## config.mk

```make
export PLATFORM = sky130hd
export DESIGN_NAME = iir_filter
export DESIGN_NICKNAME = d
export VERILOG_FILES = /design/src/rtl/iir_filter.sv
export SDC_FILE = /design/constraint.sdc
export NUM_CORES = 1
export LEC_CHECK = 0
export BUFFER_PORTS_ARGS = -buffer_cell sky130_fd_sc_hd__buf_2
export CELL_PAD_IN_SITES_DETAIL_PLACEMENT = 1
export CELL_PAD_IN_SITES_GLOBAL_PLACEMENT = 1
export CORE_UTILIZATION = 48
export DETAILED_ROUTE_END_ITERATION = 7
export PLACE_DENSITY = 0.92
export SLEW_MARGIN = 5
export SYNTH_ARGS = -nofsm -noshare
export SYNTH_HDL_FRONTEND = slang
export SYNTH_SLANG_ARGS = --single-unit
```

## constraint.sdc

```tcl
create_clock -name clk -period 16.2 [get_ports clk]
set_clock_uncertainty 0.05 [all_clocks]
set_input_delay 0.81 -clock clk [delete_from_list [all_inputs] [get_ports clk]]
set_output_delay 0.81 -clock clk [all_outputs]
set_load 0.01 [all_outputs]
```

## src/rtl/iir_filter.sv

```systemverilog
// -----------------------------------------------------------------------------
// iir_filter
//
// Purpose:
//   Direct-form-I biquad IIR filter with fixed Q2.13 coefficients.
//   The filter accepts one 10-bit signed sample per clock and produces one
//   registered 10-bit signed output per clock, with a latency of one cycle.
//
//   y[n] = b0*x[n] + b1*x[n-1] + b2*x[n-2] - a1*y[n-1] - a2*y[n-2]
//
//   The products are formed at full precision and summed without truncation.
//   The sum is rounded half-up to an integer. It is then reduced to 10 bits
//   in one of two ways, and that reduced value is fed back as y history:
//     - IIR_SATURATE_EN defined   : the value is clamped to [-512, 511].
//     - IIR_SATURATE_EN undefined : the 10 LSBs are kept (two's-complement wrap).
//
// Parameters:
//   B0, B1, B2 : feed-forward coefficients, signed 16-bit Q2.13
//   A1, A2     : feedback coefficients, signed 16-bit Q2.13
//
// Ports:
//   clk      in   1  single clock; all state updates on the rising edge
//   reset    in   1  synchronous, active-high; clears the output and all history
//   data_in  in  10  signed input sample, consumed on every rising edge
//   data_out out 10  signed filtered sample, registered
//
// Configuration macro:
//   IIR_SATURATE_EN : selects a saturating output instead of a wrapping output
// -----------------------------------------------------------------------------
module iir_filter #(
    parameter logic signed [15:0] B0 = 16'sd1536,
    parameter logic signed [15:0] B1 = 16'sd3072,
    parameter logic signed [15:0] B2 = 16'sd1536,
    parameter logic signed [15:0] A1 = -16'sd4096,
    parameter logic signed [15:0] A2 = 16'sd2048
) (
    input  logic       clk,
    input  logic       reset,
    input  logic [9:0] data_in,
    output logic [9:0] data_out
);

    // Sign-extend the coefficients once. Every product is then a plain 32-bit
    // signed multiply. The largest magnitude is about 2^9 * 2^15 * 5, which is
    // below 2^27, so the 32-bit accumulator cannot overflow.
    localparam logic signed [31:0] B0_EXT = 32'(B0);
    localparam logic signed [31:0] B1_EXT = 32'(B1);
    localparam logic signed [31:0] B2_EXT = 32'(B2);
    localparam logic signed [31:0] A1_EXT = 32'(A1);
    localparam logic signed [31:0] A2_EXT = 32'(A2);

    logic signed [9:0]  x0;
    logic signed [9:0]  x1;
    logic signed [9:0]  x2;
    logic signed [9:0]  y1;
    logic signed [9:0]  y2;
    logic signed [31:0] acc;
    logic signed [31:0] rnd;
    logic signed [9:0]  y_next;

    assign x0 = data_in;

    // data_out is the registered y[n]. At the next edge it therefore serves
    // directly as y[n-1], so no separate y1 register is kept.
    assign y1       = data_out;

    always_comb begin
        acc = (32'(x0) * B0_EXT)
            + (32'(x1) * B1_EXT)
            + (32'(x2) * B2_EXT)
            - (32'(y1) * A1_EXT)
            - (32'(y2) * A2_EXT);
    end

    // Round half up: add 0.5 LSB in Q.13, then use an arithmetic shift so
    // that negative values floor correctly.
    assign rnd = (acc + 32'sd4096) >>> 13;

`ifdef IIR_SATURATE_EN
    always_comb begin
        if (rnd > 32'sd511) begin
            y_next = 10'sd511;
        end else if (rnd < -32'sd512) begin
            y_next = -10'sd512;
        end else begin
            y_next = rnd[9:0];
        end
    end
`else
    // In wrap mode the upper bits of rnd are discarded on purpose.
    logic rnd_unused;
    assign rnd_unused = ^rnd[31:10];

    always_comb begin
        y_next = rnd[9:0];
    end
`endif

    // Reset takes priority over the filter update. This clears all history,
    // so the first sample after reset is processed as if from a fresh start.
    always_ff @(posedge clk) begin
        if (reset) begin
            x1       <= '0;
            x2       <= '0;
            y2       <= '0;
            data_out <= '0;
        end else begin
            x1       <= x0;
            x2       <= x1;
            y2       <= y1;
            data_out <= y_next;
        end
    end

endmodule

```

==> impl_metrics.env <==
export IMPL_status="completed"
export IMPL_period_needed_ps=5900
export IMPL_critPathMostFrequentCell="fa_1"
export IMPL_cts_made_buffers=5
export IMPL_cp_start_kind="input port"
export IMPL_synth_ff_type="dfxtp_1"
export IMPL_multi_input_area_sq_mm=0.00306
export IMPL_timing_rr_start="x1[1]$_SDFF_PP0_"
export IMPL_drt_wl_total_um=10200
export IMPL_min_delay_path_class="flop to flop"
export IMPL_cp_end_kind="flop"
export IMPL_worstSetupPathType="input port to flop"
export IMPL_cts_root_buf="clkbuf_8"
export IMPL_synth_compound_area_share=0.111
export IMPL_cp_required_ps=16390
export IMPL_grt_usage=0.253
export IMPL_overflow=0
export IMPL_dr_pass1_iters=4
export IMPL_hold_path_depth=1
export IMPL_wl_per_cell_um=18.0
export IMPL_htreeDepth=2
export IMPL_post_cts_setup_buffers=0
export IMPL_syn_nets=562
export IMPL_num_antenna_cells=0
export IMPL_holdPathEnd="x2[0]$_SDFF_PP0_"
export IMPL_cts_hold_fix_buffers=0
export IMPL_first_iter_violations=105
export IMPL_yosys_mux_area_fraction=0
export IMPL_synth_simple_area_share=0.122
export IMPL_synth_edf_count=0
export IMPL_grt_max_degree=41
export IMPL_cts_sinks=40
export IMPL_grt_pass1_vias=3514
export IMPL_design_area_sq_mm=0.00444
export IMPL_clk_latency_ps=300
export IMPL_num_vias=3075
export IMPL_finalNetCount=585
export IMPL_synthXorXnorAreaFrac=0.0977
export IMPL_hpwl_um=8140
export IMPL_core_area_sq_mm=0.00826
export IMPL_path_cells="buf_2 -> ha_1 -> ha_1 -> fa_1 -> a211oi_1 -> o21ba_1 -> or2_4 -> or2b_1 -> a21oi_1 -> xnor2_1 -> fa_1 -> fa_1 -> inv_1 -> fa_1 -> inv_1 -> ha_1 -> and3_1 -> a221oi_2 -> xnor3_1 -> nor2_1"
export IMPL_grt_pass1_wl_um=17000
export IMPL_maxSlewHeadroom=0.494
export IMPL_synth_top_family_by_area="adder cells"
export IMPL_slowest_stage="fa_1"
export IMPL_drive_above_1_share=0.0719
export IMPL_finalHoldViolCount=0
export IMPL_seqCellArea_sq_um=801
export IMPL_slowest_delay_ps=550
export IMPL_yosys_cell_count_top_type="ha_1"
export IMPL_min_from="x1[0]$_SDFF_PP0_"
export IMPL_postPlaceCellArea_sq_mm=0.00435
export IMPL_timing_final_crit_share=0.364
export IMPL_synthTopCellsByCount="ha_1, inv_1, dfxtp_1, nor2b_1, fa_1"
export IMPL_cap_violations=0
export IMPL_reg2reg_depth=20
export IMPL_ios=22
export IMPL_r2r_slack_ps=10810
export IMPL_start_util=0.501
export IMPL_syn_area_sq_mm=0.00414
export IMPL_reg2reg_to="data_out[9]$_SDFF_PP0_"
export IMPL_synthCells=435
export IMPL_die_y_um=94.8
export IMPL_viasPerCell=5.45
export IMPL_antenna_found_initial=0
export IMPL_max_freq_mhz=170
export IMPL_cts_resized_gates=0
export IMPL_portBuffers=21
export IMPL_syn2layout_area_growth_pct=7.44
export IMPL_cp_max_fo=4
export IMPL_synth_seq_cells=40
export IMPL_drv_slew=0
export IMPL_cts_tree="done"
export IMPL_fillers=958
export IMPL_clk_pin_slew_ps=80
export IMPL_yosysTopAreaCellShare=0.245
export IMPL_die_w_um=94.8
export IMPL_dieArea_sq_mm=0.00899
export IMPL_async_reset_ff_frac=0
export IMPL_ys_seq_area_frac=0.194
export IMPL_num_rows=33
export IMPL_max_slew_worst_pin_slew_ps=759
export IMPL_ant_nets=0
export IMPL_synth_fa_ha_area_frac=0.410
export IMPL_place_congestion=0.775
export IMPL_setup_tns_ps=0
export IMPL_drc_errors=0
export IMPL_synth_area_leader_cell="ha_1"
export IMPL_synth_area_leaders="ha_1, dfxtp_1, fa_1"
export IMPL_clock_path_buffers=2
export IMPL_cp_data_arrival_time_ps=6090
export IMPL_yosys_warnings=0
export IMPL_setup_violations=0
export IMPL_postSynthAreaPerCell_sq_um=9.51
export IMPL_rsz0062_at_grt="false"
export IMPL_synthDistinctLibCells=42
sequential cells by signal, summed over array words and instances (netlist names):
signal	flops
data_out	10
x1	10
x2	10
y2	10
cell families (layout without fill, tap and decap cells):
logic type	Yosys count	after routing
and+or+nand+nor	96	96
xor gates and xnor gates	43	43
AOI/OAI and AO/OA	68	68
adders and majority gates	115	115
DFF	40	40
buffers and inverters	73	97
worst max path at each step:
stage | start | to | slack [ps] | depth (start not counted)
finish | data_in[1] | data_out[9]$_SDFF_PP0_ | 10300 | 20
global route | data_in[1] | data_out[9]$_SDFF_PP0_ | 10010 | 20
CTS | data_in[1] | data_out[9]$_SDFF_PP0_ | 10280 | 20
detailed placement | data_in[1] | data_out[9]$_SDFF_PP0_ | 10000 | 20
global placement | data_in[1] | data_out[9]$_SDFF_PP0_ | 10160 | 20
floorplan | data_in[1] | data_out[9]$_SDFF_PP0_ | 10490 | 19
per-stage QoR:
step	cells	util	setup WS, ps	hold slack (ps)
finish	564	0.538	10300	449
global route	564	0.538	10010	461
CTS	564	0.538	10280	447
detailed placement	556	0.527	10000	439
global placement	556	0.527	10160	430
floorplan	435	-	10490	419
worst max-delay path: cells and delay by family:
kind | cells | cell delay, ps
fa+ha+maj | 7 | 2820
compound gates | 4 | 1030
simple gates | 4 | 660
xor+xnor | 2 | 520
buf+inv | 3 | 230
cells in the final DEF (no fill, tap or decap), types with 2 or more instances in the layout:
cell,instances
inv_1,68
a211oi_1,4
o21bai_1,2
nand2b_1,2
xor2_1,13
o21a_1,2
nor3_1,5
xnor2_1,28
xnor3_1,2
o21ai_0,13
or3_1,2
buf_2,21
fa_1,34
nand3_1,3
nor2b_1,35
ha_1,81
nor2_1,29
clkbuf_1,2
dfxtp_1,40
nand2_1,12
a21oi_1,23
o31a_1,2
o211ai_1,2
a41oi_1,3
a21boi_0,2
a21o_1,6
clkbuf_8,6
area by class of cell:
type / instances / area share
tap: 105 / 0.0296
sequential: 40 / 0.180
inverter: 68 / 0.0574
clock buffer: 8 / 0.0203
multi-input combinational: 322 / 0.689
timing repair buffer: 21 / 0.0236
routing by layer:
layer / vias to the layer above / part of all wire / track usage
met4: 0 / 0.024 / 0.0922
met3: 27 / 0.028 / 0.0378
met2: 48 / 0.52 / 0.460
met1: 1522 / 0.43 / 0.298
li1: 1478 / - / -
met5: - / 0 / 0
Power is left out: the tool's default activity adds up to more than one toggle a clock period on the data nets, which glitch-free logic cannot reach.
